<file path="config.mk">
export PLATFORM = sky130hd
export DESIGN_NAME = div_const_pipe
export DESIGN_NICKNAME = d
export VERILOG_FILES = /design/src/rtl/div_const_pipe.sv
export SDC_FILE = /design/constraint.sdc
export NUM_CORES = 1
export LEC_CHECK = 0
export CORE_MARGIN = 10
export CORE_UTILIZATION = 31
export DETAILED_ROUTE_END_ITERATION = 8
export DONT_BUFFER_PORTS = 1
export GPL_TIMING_DRIVEN = 0
export REMOVE_ABC_BUFFERS = 1
export SETUP_SLACK_MARGIN = 0.2
export SYNTH_ARGS = -nofsm -noshare
export SYNTH_HDL_FRONTEND = slang
export SYNTH_SLANG_ARGS = --single-unit
</file>
<file path="constraint.sdc">
create_clock -name clk -period 1.45 [get_ports clk]
set_input_delay 0.145 -clock clk [delete_from_list [all_inputs] [get_ports clk]]
set_output_delay 0.145 -clock clk [all_outputs]
set_load 0.02 [all_outputs]
</file>
<file path="src/rtl/div_const_pipe.sv">
// Fully pipelined unsigned divide-by-constant: MSB-first radix-2^K recurrence using an elaboration-time digit table.
// Optional sideband tag carried alongside each result when DIV_CONST_TAG_EN is defined.
module div_const_pipe #(
    parameter int W = 32,
    parameter int D = 3,
    parameter int K = 4,
`ifdef DIV_CONST_TAG_EN
    parameter int TAG_W = 4,
`endif
    localparam int RW = $clog2(D),
    localparam int S  = (W + K - 1) / K
) (
    input  logic          clk,
    input  logic          rst_n,
    input  logic          in_valid,
    output logic          in_ready,
    input  logic [W-1:0]  in_x,
    output logic          out_valid,
    input  logic          out_ready,
    output logic [W-1:0]  out_q,
    output logic [RW-1:0] out_r
`ifdef DIV_CONST_TAG_EN
    ,
    input  logic [TAG_W-1:0] in_tag,
    output logic [TAG_W-1:0] out_tag
`endif
);

    localparam int SK    = S * K;
    localparam int IW    = K + RW;
    localparam int TBL_N = D << K;

    // Table entry for v = r*2^K + c is {v / D, v % D}; index is simply {r, c}.
    logic [IW-1:0] tbl_s [TBL_N];

    for (genvar e = 0; e < TBL_N; e++) begin : g_tbl
        assign tbl_s[e] = {K'(e / D), RW'(e % D)};
    end

    // Stage 0 is the capture register; stages 1..S each retire one K-bit chunk.
    // acc holds the unconsumed dividend in its upper bits and the quotient digits
    // shifted in from the bottom, so after S stages it holds the full quotient.
    logic [S:0]    vld_q, vld_d;
    logic [SK-1:0] acc_q [0:S];
    logic [SK-1:0] acc_d [0:S];
    logic [RW-1:0] rem_q [0:S];
    logic [RW-1:0] rem_d [0:S];

    logic          out_valid_q;
    logic [W-1:0]  out_q_q;
    logic [RW-1:0] out_r_q;
    logic          stall_s;

    assign stall_s   = out_valid_q & ~out_ready;
    assign in_ready  = ~stall_s;
    assign out_valid = out_valid_q;
    assign out_q     = out_q_q;
    assign out_r     = out_r_q;

    assign vld_d[0] = in_valid;
    assign acc_d[0] = SK'(in_x);
    assign rem_d[0] = {RW{1'b0}};

    for (genvar i = 1; i <= S; i++) begin : g_stage
        logic [IW-1:0] ent_s;
        assign ent_s    = tbl_s[{rem_q[i-1], acc_q[i-1][SK-1 -: K]}];
        assign vld_d[i] = vld_q[i-1];
        assign acc_d[i] = (acc_q[i-1] << K) | SK'(ent_s[IW-1:RW]);
        assign rem_d[i] = ent_s[RW-1:0];
    end

    // Pipeline and output registers: everything advances together, or freezes on stall.
    always_ff @(posedge clk or negedge rst_n) begin
        if (!rst_n) begin
            vld_q <= {(S+1){1'b0}};
            for (int i = 0; i <= S; i++) begin
                acc_q[i] <= {SK{1'b0}};
                rem_q[i] <= {RW{1'b0}};
            end
            out_valid_q <= 1'b0;
            out_q_q     <= {W{1'b0}};
            out_r_q     <= {RW{1'b0}};
        end else if (!stall_s) begin
            vld_q <= vld_d;
            for (int i = 0; i <= S; i++) begin
                acc_q[i] <= acc_d[i];
                rem_q[i] <= rem_d[i];
            end
            out_valid_q <= vld_q[S];
            out_q_q     <= acc_q[S][W-1:0];
            out_r_q     <= rem_q[S];
        end
    end

`ifdef DIV_CONST_TAG_EN
    logic [TAG_W-1:0] tag_q [0:S];
    logic [TAG_W-1:0] out_tag_q;

    assign out_tag = out_tag_q;

    // Tag shift chain under the same advance/stall control as the data.
    always_ff @(posedge clk or negedge rst_n) begin
        if (!rst_n) begin
            for (int i = 0; i <= S; i++) begin
                tag_q[i] <= {TAG_W{1'b0}};
            end
            out_tag_q <= {TAG_W{1'b0}};
        end else if (!stall_s) begin
            tag_q[0] <= in_tag;
            for (int i = 1; i <= S; i++) begin
                tag_q[i] <= tag_q[i-1];
            end
            out_tag_q <= tag_q[S];
        end
    end
`endif

endmodule
</file>
# Yosys cells after proc, flatten, opt, wreduce, memory -nomap -nowiden

Memory sizes are Yosys's and may differ from the RTL's.
Cells that the tools add are included.

Bits in registers: 348
ROM bits: 3072
Output and inout bits: 36
Memories: 8

Memories:

| memory          | words | bits a word | read ports | clocked after Yosys merged registers in | write ports | line | RTL |
|---|---|---|---|---|---|---|---|
| (no name shown) | 64    | 6           | 1          | 0                                       | 0           | 66   | `assign ent_s = tbl_s[{rem_q[i-1], acc_q[i-1][SK-1 -: K]}];` |
| (no name shown) | 64    | 6           | 1          | 0                                       | 0           | 66   |  |
| (no name shown) | 64    | 6           | 1          | 0                                       | 0           | 66   |  |
| (no name shown) | 64    | 6           | 1          | 0                                       | 0           | 66   |  |
| (no name shown) | 64    | 6           | 1          | 0                                       | 0           | 66   |  |
| (no name shown) | 64    | 6           | 1          | 0                                       | 0           | 66   |  |
| +2 memories     | n/a   | n/a         | n/a        | n/a                                     | n/a         | n/a  |  |

$lt $le $gt $ge: 8
Multiplexer cells: 16
Bitwise gates (word level): 19

Operators with widths:

| kind                                                      | number |
|---|---|
| 32-bit by 4-bit OR with 32-bit output                     | 8 |
| 6-bit 2-to-1 mux                                          | 16 |
| 7-bit greater-or-equal comparator (second input constant) | 8 |
| 6-bit inverter with 7-bit output                          | 7 |
| 4-bit inverter with 7-bit output                          | 1 |
| 1-bit inverter                                            | 2 |
| 1-bit AND                                                 | 1 |

# Depth between registers and ports, before layout

Gate-level depths: netlist of run 1.

Depth in word-level cells: 5
Mapped depth: 7
Gate-level depth less buffers: 6

# Worst setup path after synthesis of run 1

OpenSTA, ideal clock, no wires.

Kind: flip-flop to flip-flop
From: register acc_q[125] (netlist bit)
To: register rem_q[4] (netlist bit)
Library setup time: 0.110 ns
Arrival time: 1.473 ns
Required time: 1.340 ns
Setup slack: -0.133 ns
Cell stages (with the launch flop): 7
Buffers on the path: 0
Clock period less this slack: 1.583 ns
Path through: dfrtp_1 inv_1 ha_1 and2_1 o21ai_0 a31oi_1 o41ai_1

Cells in the longest elaborated chain, start to end: 4

Ends and longest elaborated chain:

| element                                                | line | RTL |
|---|---|---|
| from (decl)                                            | 44   | `logic [SK-1:0] acc_q [0:S];` |
| from (signal, indexed assignment)                      | 77   | `acc_q[i] <= {SK{1'b0}};` |
| from (signal, indexed assignment)                      | 86   | `acc_q[i] <= acc_d[i];` |
| 6-bit inverter with 7-bit output (implied by the code) | 66   |  |
| memory read 64 x 6 bit                                 | n/a  |  |
| 6-bit 2-to-1 mux (implied by the code) (2 in series)   | 66   |  |
| to (signal, indexed assignment)                        | 78   | `rem_q[i] <= {RW{1'b0}};` |
| to (signal, indexed assignment)                        | 87   | `rem_q[i] <= rem_d[i];` |
| to (decl)                                              | 46   | `logic [RW-1:0] rem_q [0:S];` |

No other way between the ends. The select of a mux whose other input is x is not followed.
A chain may end at the register's enable or synchronous reset.

# Final worst setup path of run 1

From: register out_valid_q, in the netlist out_valid
To: register rem_q[9] (netlist bit)

Cells in the longest elaborated chain, start to end: 1

Ends and longest elaborated chain:

| element                | line | RTL |
|---|---|---|
| from (decl)            | 49   | `logic out_valid_q;` |
| from (signal assigned) | 89   | `out_valid_q <= vld_q[S];` |
| 1-bit AND              | 54   | `assign stall_s = out_valid_q & ~out_ready;` |

No other way between the ends.

==> flow_summary.ini, run 1 <==
[outcome]
outcome = finished, violations left
violations = hold timing, setup timing

[layout]
fin_cells = 2600
fillers = 4748
final_nets = 1974
area_growth_pct = 35.7
register_area_sq_um = 8520
drive_above_1_share_pct = 24.7
multiInputGateArea_sq_um = 7310
antenna_cells = 0

[sta]
layout_setup_ws_ns = -0.236
clock.fmax_mhz = 593
whs_ns = -0.733
hold_viol_final = 339
rsz0062_at_grt = true
max_slew_margin_pct = 40.9
final.min_clock_period_ns = 1.69
setup_viol = 319
slew_violations = 0
skew_ns = 0.0323
worstMarginPinSlew_ns = 0.887
min_period_over_period_pct = 116

[yosys]
ys_top_cells_by_area = dfrtp_1 55%, nand2_1 22%, ha_1 2.6%
synth.distinct_cells = 64
postSynthAreaPerCell_sq_um = 8.54
syn-instance-count = 1808
ys_seq_area_share_pct = 54.9
yosysWarnings = 0
synth_flop_cell = dfrtp_1
synth-async-reset-ratio_pct = 100
synth_top_cell_by_area = dfrtp_1
synthTopCellsByCount = 891 x nand2_1, 339 x dfrtp_1, 72 x buf_2, 60 x nor2_1, 51 x o21ai_0
post-synth-top-count-cell = nand2_1
ys_ff_latch = 339
synth_edf_count = 0
synth_top_area_share_pct = 54.9
netlist_area_sq_um = 15400

[global_routing]
grt_antenna_before_repair = 0
grt_pass1_wl_microns = 65900
grt_pass1_vias = 12700
grtUsageTotal_pct = 13.3
overflow = 0
grt_max_degree = 340

[placed_design]
port_buffers = 0
dp_cells = 2367
routabilityCongestion = 0.774
pre_cts_slack_ns = -1.65
hpwl_microns = 18100

[route]
drt_pass1_iterations = 5
drc = 0
wl_microns = 41100
ant_nets = 0
drt_iter0_drc = 877
routed-via-count = 12700
wl_per_cell_microns = 15.8
viasPerCell = 4.87

[die]
die_w_microns = 243
die_area_sq_um = 59100
io_pins = 72
placement_rows = 81
fp.dieH_microns = 243
coreArea_sq_um = 49100
start_util_pct = 31.5

[cts]
h-tree-depth = 2
cts_tree = built
cts_buffer_depth = 3
clockRootBuffer = clkbuf_16
path_clk_slew_ns = 0.06
hold_buffers = 34
clock_latency_ns = 0.57
cts_sinks = 339
cts_buffers = 40

[setup_path]
cp.required_ns = 1.91
reg2reg_from = out_valid
r2r_slack_ns = -0.24
rr_endpoint = rem_q[9]
setup.worst_path.class = flip-flop to flip-flop
start_kind = flip-flop
cp.arrival_ns = 2.14
crit_fanout = 5
reg2reg_depth = 8
crit_path_end_kind = flip-flop

[power_and_ir_drop]
max-vdd-ir-drop_uv = 1280
seqPwrFrac_pct = 38.8
p_comb_share_pct = 40.2
internal_power_mw = 29.8
p_leak_nw = 10.3
switching_share_pct = 38.8
power_mw = 48.6
p_sw_mw = 18.8
p_clk_share_pct = 21.0
powerDensity_nw_per_um2 = 2320

[run]
cap_violations = 0

[min_path]
min_path_type = primary input to asynchronous set/reset pin
==> final cells by class <==
type / instances / share of cell area [%]
Tap cell: 664 / 3.97
Inverter: 35 / 0.717
Timing Repair Buffer: 166 / 13.1
Timing Repair inverter: 5 / 0.281
Clock buffer: 59 / 5.69
Sequential cell: 339 / 40.7
Clock inverter: 13 / 0.669
Multi-Input combinational cell: 1319 / 34.9
==> layer usage <==
layer / global-route usage [%] / vias up / routed length, microns
li1: - / 6028 / -
met1: 15.7 / 6249 / 17300
met2: 23.4 / 302 / 20700
met3: 2.87 / 88 / 1980
met4: 4.93 / 0 / 1170
met5: 0 / - / 0
==> critical path, stage by stage, from the launching register on <==
cell      delay [ns]
dfrtp_2         0.47
nor2b_4         0.17
buf_6           0.12
buf_12          0.12
buf_12          0.14
buf_6           0.13
nor4_4          0.13
o221ai_1        0.17
o221a_2         0.15
==> cells by family (layout without fill, tap and decap cells) <==
group / Yosys count / after routing / share of synthesized area, %
buf+inv: 151 / 278 / 4.41
compound gates: 191 / 191 / 8.14
simple gates: 1063 / 1064 / 27.9
xor+xnor: 9 / 9 / 0.559
other cells: 1 / 1 / 0.0243
mux: 22 / 22 / 1.43
fa+ha+maj: 32 / 32 / 2.59
flops: 339 / 339 / 54.9
==> sequential cells by signal, indices dropped and copies added, names as in the netlist <==
| register | cells |
|---|---|
| acc_q | 280 |
| out_q | 31 |
| out_r | 2 |
| out_valid | 1 |
| rem_q | 16 |
| vld_q | 9 |
==> through the flow <==
step	TNS [ns]	utilization [%]	area, sq um
after CTS	-35.67	40.7	20000
final	-31.52	42.7	20900
after global placement	-	32.1	15700
after floorplan	-6899.89	-	14900
after global routing	-53.25	42.7	20900
after detailed placement	-322.51	32.6	16000
==> timing repair <==
action,4_1_cts,5_1_grt
endpoints found under the setup margin,343,342
pin swaps,110,65
hold endpoints to repair,379,339
gates cloned,45,9
gates resized for setup,258,177
setup buffers,50,23
==> layout by cell type, fill, tap and decap left out, drive strengths merged, types with 4 or more instances in the layout <==
cell type / n
clkinvlp: 4
xor2: 6
nor4: 5
or2: 4
nor3: 11
mux2i: 21
bufbuf: 7
a31oi: 12
nor3b: 9
o22ai: 4
clkbuf: 64
nand2: 891
o221ai: 6
nor2b: 28
a211o: 4
o221a: 6
a21oi: 40
a221oi: 8
a211oi: 9
buf: 120
clkinv: 6
ha: 32
nand2b: 22
a221o: 5
o22a: 5
o31ai: 4
nor2: 60
nand3: 5
dfrtp: 339
o211ai: 15
nand3b: 8
dlygate4sd3: 34
o21ai: 56
inv: 41
nand4: 4
==> worst max path at each step <==
stage,slack (ns),end,cells past startpoint,startpoint
CTS,-0.23,rem_q[1],7,out_valid
detailed placement,-1.65,rem_q[8],8,out_valid
floorplan,-21.04,acc_q[192],5,out_valid
global route,-0.32,rem_q[5],4,rem_q[6]
finish,-0.24,rem_q[9],8,out_valid
global placement,-43.08,acc_q[192],5,out_valid
==> power groups by stage <==
stage | clock [mW] | combinational (mW) | sequential [mW]
2_1_floorplan | 0 | 6.10 | 15.3
3_3_place_gp | 0 | 5.14 | 14.6
3_5_place_dp | 0 | 12.6 | 18.3
4_1_cts | 10.5 | 17.5 | 18.5
5_1_grt | 10.9 | 21.6 | 19.5
6_report | 10.2 | 19.5 | 18.9
Note: power is estimated with default switching activity, not from simulation.
==> run 2: changes to the inputs <==
--- a/config.mk
+++ b/config.mk
@@ -7,6 +7,7 @@
 export LEC_CHECK = 0
 export CORE_MARGIN = 10
 export CORE_UTILIZATION = 31
+export CTS_CLUSTER_SIZE = 8
 export DETAILED_ROUTE_END_ITERATION = 8
 export DONT_BUFFER_PORTS = 1
 export GPL_TIMING_DRIVEN = 0
==> run 2 against run 1 <==
Effect of this change:
- the flow finishes with violations (hold timing, slew limit, setup timing)
- fmax rose by 0.67%
- die area did not move
- via count fell by 1.4%
- power fell by 2.9%
- highest routed layer unchanged
- critical endpoint is now acc_q[96]
- largest cell class unchanged
- combinational power fell by 6%
- register-to-register slack barely moved
- global-route usage fell by 0.18 points
==> flow_summary.ini, run 2 (synthesis gave the netlist of run 1 again) <==
[outcome]
outcome = finished, violations left
violations = hold timing, slew limit, setup timing

[global_routing]
grtUsageTotal_pct = 13.2
overflow = 0
grt_antenna_before_repair = 0
grt_pass1_wl_microns = 65100
grt_max_degree = 340
grt_pass1_vias = 12700

[setup_path]
reg2reg_depth = 8
cp.arrival_ns = 2.14
reg2reg_from = out_valid
cp.required_ns = 1.91
rr_endpoint = acc_q[96]
r2r_slack_ns = -0.22
setup.worst_path.class = flip-flop to flip-flop
crit_fanout = 6
start_kind = flip-flop
crit_path_end_kind = flip-flop

[sta]
rsz0062_at_grt = true
hold_viol_final = 339
clock.fmax_mhz = 597
whs_ns = -0.743
slew_violations = 31
max_slew_margin_pct = -0.973
worstMarginPinSlew_ns = 1.51
setup_viol = 328
min_period_over_period_pct = 116
final.min_clock_period_ns = 1.67
skew_ns = 0.0111
layout_setup_ws_ns = -0.225

[route]
drt_iter0_drc = 803
wl_per_cell_microns = 15.9
ant_nets = 0
drc = 0
wl_microns = 40700
routed-via-count = 12500
viasPerCell = 4.87
drt_pass1_iterations = 5

[placed_design]
pre_cts_slack_ns = -1.65
routabilityCongestion = 0.774
placed_cell_area_sq_um = 16000
port_buffers = 0
dp_cells = 2367
hpwl_microns = 18100

[die]
die_w_microns = 243
fp.dieH_microns = 243
coreArea_sq_um = 49100
placement_rows = 81
io_pins = 72
start_util_pct = 31.5
die_area_sq_um = 59100

[cts]
cts_buffers = 49
hold_buffers = 34
cts_buffer_depth = 3
cts_sinks = 339
path_clk_slew_ns = 0.05
cts_tree = built
clockRootBuffer = clkbuf_16
h-tree-depth = 2
clock_latency_ns = 0.59

[layout]
design_area_sq_um = 20200
regMostFlops = acc_q
layout_common_cells = 808 x nand2_1, 312 x dfrtp_1, 66 x nand2_2
largest_register_ffs = 280
fin_cells = 2565
drive_above_1_share_pct = 19.4
area_growth_pct = 31.0
final_common_cell = nand2_1
antenna_cells = 0
final_nets = 1961

[min_path]
min_path_type = primary input to asynchronous set/reset pin

[power_and_ir_drop]
powerDensity_nw_per_um2 = 2330
power_mw = 47.2
max-vdd-ir-drop_uv = 1520
p_leak_nw = 9.83

[run]
cap_violations = 0
==> run 2: report_power, final <==
group | internal, mW | switching, mW | leakage, nW | total, mW
logic | 9.09 | 9.28 | 5.04 | 18.4
clock network | 6.08 | 4.12 | 0.648 | 10.2
registers | 13.9 | 4.75 | 4.14 | 18.6
==> run 2: cell type report <==
type / instances / area, sq um
clock buffer: 54 / 1260
clock inverter: 5 / 47.5
fill: 4817 / 28800
timing repair buffer: 142 / 2310
timing repair inverter: 7 / 95.1
tap: 664 / 831
multi-input combinational: 1319 / 7000
sequential: 339 / 8520
inverter: 35 / 153
==> run 2: worst max-delay path, cell delays in order, from the launching register on <==
cell	delay, ns
dfrtp_2	0.44
nor2b_4	0.22
buf_12	0.17
inv_16	0.06
buf_16	0.15
buf_6	0.13
nand2_4	0.07
a21oi_2	0.04
a221o_1	0.25
==> run 2: repair_timing <==
action | CTS | global route
gates cloned | 36 | 10
hold endpoints to repair | 380 | 339
buffers inserted | 40 | 19
pin swaps | 58 | 50
setup endpoints to repair | 344 | 344
resized for setup | 174 | 144
==> run 2: worst max-delay path by stage <==
stage | end | slack, ns | start
3_5_place_dp | rem_q[8] | -1.65 | out_valid
6_report | acc_q[96] | -0.22 | out_valid
5_1_grt | acc_q[192] | -0.33 | out_valid
4_1_cts | rem_q[1] | -0.24 | out_valid
2_1_floorplan | acc_q[192] | -21.04 | out_valid
3_3_place_gp | acc_q[192] | -43.08 | out_valid
==> run 2: per-layer routing <==
metal  global-route usage [%]  part of all wire [%]  vias to the layer above
met5                        0                     0                        -
li1                         -                     -                     5974
met3                     2.84                   4.5                       80
met4                     5.00                   2.8                        0
met2                     22.9                    50                      256
met1                     15.6                    43                     6178
==> run 2: stage by stage <==
stage                TNS, ns  utilization (%)
floorplan           -6899.89                -
global placement           -             32.1
detailed placement   -322.51             32.6
CTS                   -35.13             39.5
global route          -56.56             41.2
finish                -30.22             41.2
